`config.mk`:
```
export PLATFORM = sky130hd
export DESIGN_NAME = bitmanip_ror_iter_flat
export DESIGN_NICKNAME = d
export VERILOG_FILES = /design/src/rtl/bitmanip_ror_iter_if.sv /design/src/rtl/bitmanip_ror_iter.sv /design/src/flat_wrapper.sv
export SDC_FILE = /design/constraint.sdc
export NUM_CORES = 1
export LEC_CHECK = 0
export CAP_MARGIN = 20
export CORE_ASPECT_RATIO = 2
export CORE_MARGIN = 5
export CORE_UTILIZATION = 41
export DETAILED_ROUTE_END_ITERATION = 6
export PLACE_DENSITY = 0.83
export SETUP_SLACK_MARGIN = 0.05
export SKIP_LAST_GASP = 1
export SYNTH_ARGS = -nofsm -noshare
export SYNTH_HDL_FRONTEND = slang
export SYNTH_SLANG_ARGS = --single-unit
export TNS_END_PERCENT = 5
```
`constraint.sdc`:
```
create_clock -name clk_i -period 1.8 [get_ports clk_i]
set_input_delay 0.36 -clock clk_i [delete_from_list [all_inputs] [get_ports clk_i]]
set_output_delay 0.36 -clock clk_i [all_outputs]
set_load 0.01 [all_outputs]
```
`src/rtl/bitmanip_ror_iter_if.sv`:
```
// ---------------------------------------------------------------------------
// bitmanip_ror_iter_if
// Request/response bundle for the iterative rotate-right unit.
//   valid_i / ready_o   : request handshake (operand + rotate amount)
//   data_i, shamt_i     : operand and rotate-right amount
//   valid_o / ready_i   : result handshake
//   result_o            : rotated operand
//   busy_o              : an operation is in flight or waiting to be taken
// slave  : seen from the rotate unit
// master : seen from the requester / consumer
// ---------------------------------------------------------------------------
interface bitmanip_ror_iter_if #(
   parameter int SIZE       = 16,
   parameter int SHAMT_SIZE = $clog2(SIZE)
);
   logic                  valid_i;
   logic                  ready_o;
   logic [SIZE-1:0]       data_i;
   logic [SHAMT_SIZE-1:0] shamt_i;
   logic                  valid_o;
   logic                  ready_i;
   logic [SIZE-1:0]       result_o;
   logic                  busy_o;

   modport slave (
      input  valid_i, data_i, shamt_i, ready_i,
      output ready_o, valid_o, result_o, busy_o
   );

   modport master (
      output valid_i, data_i, shamt_i, ready_i,
      input  ready_o, valid_o, result_o, busy_o
   );
endinterface

```
`src/rtl/bitmanip_ror_iter.sv`:
```
// ---------------------------------------------------------------------------
// bitmanip_ror_iter
// Multi-cycle rotate-right: the operand is rotated right by one bit per clock
// until the requested amount is consumed, then held until the consumer takes
// it. Trades latency for a tiny datapath (one 1-bit rotate + a down counter).
// Ports:
//   clk_i  : clock, rising edge
//   rst_i  : asynchronous, active-high reset
//   io     : bitmanip_ror_iter_if.slave (request/result handshakes, busy_o)
// ---------------------------------------------------------------------------
module bitmanip_ror_iter #(
   parameter int SIZE       = 16,
   parameter int SHAMT_SIZE = $clog2(SIZE)
) (
   input  logic                 clk_i,
   input  logic                 rst_i,
   bitmanip_ror_iter_if.slave   io
);

   typedef enum logic [1:0] {
      S_IDLE = 2'd0,
      S_BUSY = 2'd1,
      S_DONE = 2'd2
   } state_t;

   state_t                r_state;
   state_t                w_state_nxt;
   logic [SIZE-1:0]       r_data;
   logic [SIZE-1:0]       w_data_nxt;
   logic [SHAMT_SIZE-1:0] r_cnt;
   logic [SHAMT_SIZE-1:0] w_cnt_nxt;

   // State register
   always_ff @(posedge clk_i or posedge rst_i) begin
      if (rst_i) r_state <= S_IDLE;
      else       r_state <= w_state_nxt;
   end

   // Datapath registers
   always_ff @(posedge clk_i or posedge rst_i) begin
      if (rst_i) begin
         r_data <= '0;
         r_cnt  <= '0;
      end else begin
         r_data <= w_data_nxt;
         r_cnt  <= w_cnt_nxt;
      end
   end

   // Next state and datapath; everything holds unless a state says otherwise
   always_comb begin
      w_state_nxt = r_state;
      w_data_nxt  = r_data;
      w_cnt_nxt   = r_cnt;
      case (r_state)
         S_IDLE: begin
            if (io.valid_i) begin
               w_data_nxt  = io.data_i;
               w_cnt_nxt   = io.shamt_i;
               // A zero amount needs no rotate steps at all
               w_state_nxt = (io.shamt_i == '0) ? S_DONE : S_BUSY;
            end
         end
         S_BUSY: begin
            w_data_nxt = {r_data[0], r_data[SIZE-1:1]};
            w_cnt_nxt  = r_cnt - 1'b1;
            // BUSY is only entered with a non-zero count, so leaving on 1
            // means the counter bottoms out at 0 and never wraps.
            if (r_cnt == SHAMT_SIZE'(1)) w_state_nxt = S_DONE;
         end
         S_DONE: begin
            if (io.ready_i) w_state_nxt = S_IDLE;
         end
         default: w_state_nxt = S_IDLE;
      endcase
   end

   // All outputs are decoded from registered state only
   assign io.ready_o  = (r_state == S_IDLE);
   assign io.valid_o  = (r_state == S_DONE);
   assign io.busy_o   = (r_state == S_BUSY) || (r_state == S_DONE);
   assign io.result_o = r_data;

endmodule

```
`src/flat_wrapper.sv`:
```
// flat-port wrapper written by rule: the top's interface ports become plain ports
module bitmanip_ror_iter_flat 
#(
   parameter int SIZE       = 16,
   parameter int SHAMT_SIZE = $clog2(SIZE)
)
  (clk_i, rst_i, io_valid_i, io_data_i, io_shamt_i, io_ready_i, io_ready_o, io_valid_o, io_result_o, io_busy_o);
  bitmanip_ror_iter_if #(.SIZE(SIZE), .SHAMT_SIZE(SHAMT_SIZE)) io_i ();
  input  logic clk_i;
  input  logic rst_i;
  input wire logic [$bits(io_i.valid_i)-1:0] io_valid_i;
  input wire logic [$bits(io_i.data_i)-1:0] io_data_i;
  input wire logic [$bits(io_i.shamt_i)-1:0] io_shamt_i;
  input wire logic [$bits(io_i.ready_i)-1:0] io_ready_i;
  output wire logic [$bits(io_i.ready_o)-1:0] io_ready_o;
  output wire logic [$bits(io_i.valid_o)-1:0] io_valid_o;
  output wire logic [$bits(io_i.result_o)-1:0] io_result_o;
  output wire logic [$bits(io_i.busy_o)-1:0] io_busy_o;
  assign io_i.valid_i = io_valid_i;
  assign io_i.data_i = io_data_i;
  assign io_i.shamt_i = io_shamt_i;
  assign io_i.ready_i = io_ready_i;
  assign io_ready_o = io_i.ready_o;
  assign io_valid_o = io_i.valid_o;
  assign io_result_o = io_i.result_o;
  assign io_busy_o = io_i.busy_o;
  bitmanip_ror_iter #(.SIZE(SIZE), .SHAMT_SIZE(SHAMT_SIZE)) u_core (.clk_i(clk_i), .rst_i(rst_i), .io(io_i));
endmodule
```
**Word-level counts from Yosys, hierarchy flattened**

Cells that the tools add are included.
W data, S select, Z words.

- Add/sub/neg operators: 1
- Eq/ne operators: 6
- Mux-type cells: 9
- Reduce and logical (&&, ||, !) cells: 6

Operators with widths:

| operator | number |
|---|---|
| $pmux W16 S2 | 1 |
| $mux W16 | 1 |
| $mux W2 | 4 |
| $pmux W4 S2 | 1 |
| $pmux W2 S3 | 1 |
| $eq A4 B1 Y1 const B | 1 |
| $logic_not A4 Y1 | 1 |
| $mux W4 | 1 |
| $ne A2 B2 Y1 const B | 2 |
| $sub A4 B1 Y4 const B | 1 |
| $reduce_and A3 Y1 | 1 |
| $eq A2 B1 Y1 const B | 1 |
| $eq A2 B2 Y1 const B | 1 |
| $logic_not A2 Y1 | 1 |
| $ne A2 B1 Y1 const B | 1 |
| $reduce_and A2 Y1 | 1 |
| $reduce_bool A2 Y1 | 1 |
| $logic_or A1 B1 Y1 | 1 |

- Register bits: 22
- Input bits: 24
- Logic and storage cells: 25

**Longest topological paths before layout**

Gate-level depths: netlist (run 1).

- Depth in word-level cells: 4
- Depth in mapped cells: 9
- Gate-level depth less buffers: 6

**Worst setup path before layout (run 1)**

OpenSTA, ideal clock, no wires.

- Path type: register to register
- Start point: reg u_core.r_state[0]
- End point: reg u_core.r_cnt[3]
- Data arrival time: 1.430 ns
- Required time: 1.677 ns
- Path slack: 0.247 ns
- Stages on the path, launching flop included: 6
- Buffers on the path: 0
- Period minus slack after synthesis: 1.553 ns
- Cells stage by stage: dfrtp_1 -> inv_1 -> ha_1 -> and2b_4 -> or3_1 -> o221a_2

- Cells in the longest elaborated chain, start to end: 3
- Elaborated cells between the ends (all ways): 6
- Those cells by class: eq/ne (2); mux (1); reduce/logical (3)

Ends and longest elaborated chain:

| item | line | RTL |
|---|---|---|
| from (decl) | bitmanip_ror_iter.sv:26 | `state_t r_state;` |
| from (signal assigned) | bitmanip_ror_iter.sv:36 | `else r_state <= w_state_nxt;` |
| $logic_not A2 Y1 (*) | - |  |
| via io_ready_o | flat_wrapper.sv:15 | `output wire logic [$bits(io_i.ready_o)-1:0] io_ready_o;` |
| $ne A2 B2 Y1 (no source line) / $reduce_bool A2 Y1 (equally long branches) | - |  |
| $reduce_and A2 Y1 (no source line) | - |  |
| to (signal assigned) | bitmanip_ror_iter.sv:46 | `r_cnt <= w_cnt_nxt;` |
| to (decl) | bitmanip_ror_iter.sv:30 | `logic [SHAMT_SIZE-1:0] r_cnt;` |

Mark *: on every way through the listed nets, which the timed path passes. The rest lies on a longest branch.
A chain may end at the register's enable or synchronous reset.

**Worst setup path in the final report (run 1)**

- Start point: reg u_core.r_state[0]
- End point: out io_ready_o

- Cells in the longest elaborated chain, start to end: 1

Ends and longest elaborated chain:

| item | line | RTL |
|---|---|---|
| $logic_not A2 Y1 | bitmanip_ror_iter.sv:79 | `assign io.ready_o = (r_state == S_IDLE);` |
| to (decl) | flat_wrapper.sv:15 |  |

No other way between the ends.

==> impl_metrics.py, run 1 <==
metrics = {
    "synth": {
        "synthTopCellsByArea": "dfrtp_1 (46%), mux2i_1 (16%), a21oi_1 (7.5%)",
        "synthXorXnorAreaFrac_pct": 0,
        "synth_top_area_cell": "dfrtp_1",
        "synthSimpleGateAreaFrac_pct": 12.0,
        "yosysSeqAreaShare_pct": 46.0,
        "syn-num-nets": 149,
        "synth.avg_cell_area_um2": 10.1,
        "ys_warn_count": 0,
        "synth_cell_types": 22,
        "synth_top_area_share_pct": 46.0,
        "synth_compound_area_share_pct": 12.2,
        "syn_area_um2": 1200,
        "ys_ff_latch": 22,
        "synth_top_family_by_area": "multiplexers",
        "synth-adder-area-share_pct": 6.28,
        "synth_mux_area_share_pct": 16.8,
        "synthCells": 119,
    },
    "route": {
        "wl_um": 3000,
        "antenna_left": 0,
        "vias": 1011,
        "route.detailed.wl_per_inst_um": 15.3,
        "drt-initial-drc-count": 14,
        "drtPass1Iterations": 4,
        "viasPerCell": 5.16,
        "route.detailed.drc": 0,
    },
    "place": {
        "gp_congestion": 0.770,
        "dpl_worst_slack_ns": 0.0358,
        "io_buffers": 42,
        "place_area_um2": 1670,
        "post-dp-hpwl_um": 2420,
    },
    "setup_path": {
        "critPathKind": "reg2out",
        "cp_max_fo": 3,
        "crit_path_end_kind": "output port",
        "critPathRequiredTime_ns": 1.44,
        "worstSetupStartpointType": "register",
        "reg2reg_slack_ns": 0.14,
        "cp.arrival_ns": 1.51,
    },
    "die": {
        "core-area_um2": 2770,
        "start_util_pct": 43.2,
        "die_h_um": 86.4,
        "ios": 43,
        "die_area_um2": 4160,
        "rows": 27,
        "die_w_um": 48.2,
    },
    "sta": {
        "fin_setup_tns_ns": -0.0669,
        "hold_viol_final": 0,
        "grt_setup_unrepaired": "true",
        "fmax_mhz": 536,
        "drv_slew": 0,
        "setup_viol": 1,
        "slew_headroom_pct": 81.1,
        "fin_skew_ns": 0.000706,
        "finalWorstSetupSlack_ns": -0.0669,
        "min_period_ns": 1.87,
        "finalCritPeriodShare_pct": 104,
        "tightest_slew_ns": 0.281,
    },
    "global_route": {
        "grt_max_degree": 23,
        "antenna_found_initial": 0,
        "grt-ovfl-total": 0,
        "grt_pass1_vias": 1069,
        "track_usage_pct": 15.6,
        "grt_pass1_wl_um": 4690,
    },
    "final_layout": {
        "syn_to_final_growth_pct": 44.7,
        "fin_area_um2": 1730,
        "layout_common_cells": "clkdlybuf4s50_1 (40), dfrtp_1 (22), nor2_1 (20), mux2i_1 (19), a21oi_1 (18)",
        "nets": 198,
        "diodes": 0,
        "n_fill_cell": 228,
        "layout_commonest_cell": "clkdlybuf4s50_1",
        "final_core_util_pct": 62.5,
        "drive_gt1_share_pct": 12.6,
    },
    "run": {
        "cap_violations": 0,
    },
    "clocking": {
        "cts_buffer_depth": 2,
        "cts.sinks": 22,
        "cts_tree": "done",
        "numCtsBuffers": 3,
        "htreeDepth": 1,
        "clockRootBuffer": "clkbuf_8",
        "clk_latency_ns": 0.25,
        "clk_pin_slew_ns": 0.07,
    },
    "power": {
        "p_leak_nw": 0.766,
        "peakVddDrop_v": 0.00102,
        "powerDensity_nw_per_um2": 1880,
        "power.total_mw": 3.26,
    },
    "hold_path": {
        "hold_class": "in2async",
    },
    "outcome": {
        "violations": "setup timing",
        "status": "finished with violations",
    },
}
[final cells by class]
cell class	count	area [um2]	area share [%]
Timing Repair Buffer	51	489	28.3
Inverter	8	30.0	1.74
Sequential cell	22	551	31.8
Multi-Input combinational cell	82	569	32.9
Tap cell	29	36.3	2.10
Clock buffer	4	55.1	3.18
[state kept, by name, summed over array words and instances (netlist names)]
name                cells
u_core.io.result_o     16
u_core.r_state          2
u_core.r_cnt            4
[per-layer routing]
metal / global-route usage, % / vias up / wire, um
met5: 0 / - / 0
met4: 6.62 / 0 / 34
met3: 2.29 / 2 / 134
met2: 29.4 / 27 / 1850
met1: 15.1 / 483 / 980
li1: - / 499 / -
[synthesized netlist by cell type]
library cell / n
dfrtp_1: 22
nand2_1: 3
mux2_2: 1
o21ai_0: 2
a21oi_1: 18
o221a_2: 2
clkbuf_1: 1
mux2i_1: 19
inv_1: 8
ha_1: 6
buf_2: 3
and2b_4: 1
a221oi_2: 1
buf_4: 1
o21ai_2: 1
and2_4: 1
buf_6: 2
nor3_1: 2
nor2b_1: 1
nor2_1: 21
or3_1: 2
nor4_1: 1
[path summary, 6_finish.rpt]
check,cells after the start,end,startpoint
min in group clk_i,2,u_core.io.result_o[10],u_core.io.result_o[10]
setup / recovery,3,io_ready_o,u_core.r_state[0]
hold reg to reg,2,u_core.io.result_o[10],u_core.io.result_o[10]
setup reg to reg,7,u_core.io.result_o[11],u_core.r_state[1]
max in group asynchronous,3,u_core.io.result_o[14],rst_i
hold / removal,3,u_core.r_state[1],rst_i
[cells by family after synthesis]
| family | count (synthesis) |
|---|---|
| compound gates | 24 |
| fa+ha+maj | 6 |
| simple gates | 32 |
| mux | 20 |
| flops | 22 |
| buf+inv | 15 |
[where the power goes]
part | switching (mW) | leakage (nW) | internal (mW)
Clock | 0.145 | 0.0288 | 0.194
Combinational | 0.949 | 0.491 | 1.02
Sequential | 0.197 | 0.246 | 0.756
[per-stage QoR]
stage / hold slack (ns) / cells
3_5_place_dp: 0.556 / 191
6_report: 0.440 / 196
4_1_cts: 0.440 / 196
3_3_place_gp: 0.534 / 191
5_1_grt: 0.466 / 196
2_1_floorplan: 0.349 / 119
[worst max-delay path, stage by stage (launching register included)]
cell	delay, ns
dfrtp_1	0.40
inv_1	0.12
ha_1	0.20
clkdlybuf4s50_1	0.55
[repair_timing]
item / in CTS / in global routing
hold buffers: 0 / 0
gates cloned: 0 / 0
endpoints found under the setup margin: 3 / 21
buffers inserted: 1 / 0
gates resized for setup: 1 / 1
Note: power is estimated with default switching activity, not from simulation.
==> run 2, diff against run 1 <==
--- a/config.mk
+++ b/config.mk
@@ -11,6 +11,7 @@
 export CORE_UTILIZATION = 41
 export DETAILED_ROUTE_END_ITERATION = 6
 export PLACE_DENSITY = 0.83
+export REMOVE_ABC_BUFFERS = 1
 export SETUP_SLACK_MARGIN = 0.05
 export SKIP_LAST_GASP = 1
 export SYNTH_ARGS = -nofsm -noshare
==> run 2 against run 1 <==
  * The flow still finishes with violations (setup timing)
  * Non-clock buffer count shrank 1
  * First-iteration DRC count increased by 50%
  * Clock skew increased by 0.0055 ns
  * Clock-buffer cell count is 1 lower
  * Register-to-register slack got worse by 0.08 ns
  * Sequential power is essentially flat
  * Die area is the same
==> impl_metrics.py, run 2 (synthesis results as in run 1) <==
metrics = {
    "die": {
        "die_w_um": 48.2,
        "rows": 27,
        "ios": 43,
        "die_h_um": 86.4,
        "start_util_pct": 43.2,
        "die_area_um2": 4160,
        "core-area_um2": 2770,
    },
    "power": {
        "peakVddDrop_v": 0.00113,
        "powerDensity_nw_per_um2": 1940,
        "p_leak_nw": 0.769,
    },
    "global_route": {
        "track_usage_pct": 16.5,
        "grt_pass1_wl_um": 5020,
        "grt_pass1_vias": 1080,
        "grt-ovfl-total": 0,
        "grt_max_degree": 23,
        "antenna_found_initial": 0,
    },
    "clocking": {
        "cts_tree": "done",
        "htreeDepth": 1,
        "cts.sinks": 22,
        "clockRootBuffer": "clkbuf_8",
        "numCtsBuffers": 3,
        "clk_latency_ns": 0.26,
        "hold_buffers": 0,
        "cts_buffer_depth": 2,
        "clk_pin_slew_ns": 0.08,
    },
    "setup_path": {
        "reg2reg_slack_ns": 0.06,
        "ff2ff_path_depth": 5,
        "critPathKind": "reg2out",
        "r2r_start": "u_core.r_state[0]",
        "r2r_end": "u_core.r_cnt[3]",
        "worstSetupStartpointType": "register",
        "cp_max_fo": 3,
        "crit_path_end_kind": "output port",
        "critPathRequiredTime_ns": 1.44,
        "cp.arrival_ns": 1.51,
    },
    "route": {
        "route.detailed.drc": 0,
        "wl_um": 3090,
        "antenna_left": 0,
        "route.detailed.wl_per_inst_um": 15.8,
        "drtPass1Iterations": 4,
        "drt-initial-drc-count": 21,
        "vias": 1038,
        "viasPerCell": 5.32,
    },
    "sta": {
        "setup_viol": 1,
        "min_period_ns": 1.87,
        "grt_setup_unrepaired": "true",
        "fin_skew_ns": 0.00625,
        "tightest_slew_ns": 0.356,
        "fmax_mhz": 536,
        "finalWorstSetupSlack_ns": -0.0660,
        "hold_viol_final": 0,
        "finalCritPeriodShare_pct": 104,
        "drv_slew": 0,
        "slew_headroom_pct": 76.1,
    },
    "final_layout": {
        "nets": 197,
        "layout_common_cells": "clkdlybuf4s50_1 (40), dfrtp_1 (22), nor2_1 (20), mux2i_1 (19), a21oi_1 (18)",
        "fin_area_um2": 1740,
        "drive_gt1_share_pct": 13.3,
        "layout_commonest_cell": "clkdlybuf4s50_1",
        "diodes": 0,
        "syn_to_final_growth_pct": 45.6,
        "largest_reg_flops": 16,
        "final_core_util_pct": 62.9,
        "stdcell_count": 195,
    },
    "run": {
        "cap_violations": 0,
    },
    "hold_path": {
        "hold_class": "in2async",
    },
    "outcome": {
        "status": "finished with violations",
        "violations": "setup timing",
    },
    "place": {
        "io_buffers": 42,
        "placed_cells": 190,
        "gp_congestion": 0.880,
        "place_area_um2": 1660,
        "post-dp-hpwl_um": 2480,
    },
}
## run 2: changes by cell type in the layout (fill, tap and decap cells not counted), sizes merged
cell / delta
buf: -1
clkbuf: -1
bufinv: +1
## run 2: power by group
group,internal (mW),leakage (nW),switching (mW)
clock,0.297,0.0357,0.163
sequential,0.756,0.246,0.195
combinational,1.02,0.487,0.954
## run 2: stage by stage
step / setup slack [ns] / power, mW / hold WS (ns) / setup TNS, ns
after floorplan: -1.29 / 2.05 / 0.349 / -23.81
after global placement: 0.0563 / 2.83 / 0.522 / 0
after detailed placement: 0.0282 / 2.94 / 0.553 / 0
after CTS: -0.109 / 3.42 / 0.434 / -0.216
after global routing: -0.118 / 3.66 / 0.459 / -0.118
final: -0.0660 / 3.38 / 0.428 / -0.0660
## run 2: metal layers
metal | share of wire [%] | global-route usage (%)
met5 | 0 | 0
met2 | 57 | 28.5
met3 | 6.5 | 2.49
met4 | 1.5 | 6.37
met1 | 35 | 18.8
## run 2: what timing repair did
action                     in CTS  in global routing
pin swaps                       0                  0
setup buffers                   1                  0
resized for setup               2                  2
setup endpoints to repair       3                  9
## run 2: critical path: stages (launching register included)
cell and delay (ns):
dfrtp_1 0.38, inv_1 0.11, ha_2 0.22, clkdlybuf4s50_1 0.54
## run 2: area by class of cell
class	instances	area, um2
clock buffer	3	41.3
tap	29	36.3
inverter	8	30.0
timing repair buffer	50	482
clock inverter	1	30.0
multi-input combinational	82	572
fill	236	1030
sequential	22	551
## run 2: how the worst max path moves through the flow
stage                           end  slack (ns)               from  cells after the start
detailed placement  u_core.r_cnt[3]        0.03         io_valid_i                      4
finish                   io_ready_o       -0.07  u_core.r_state[0]                      3
global placement    u_core.r_cnt[2]        0.06         io_valid_i                      4
global route             io_ready_o       -0.12  u_core.r_state[0]                      3
CTS                      io_valid_o       -0.11  u_core.r_state[0]                      3
floorplan           u_core.r_cnt[2]       -1.29  u_core.r_state[1]                      5
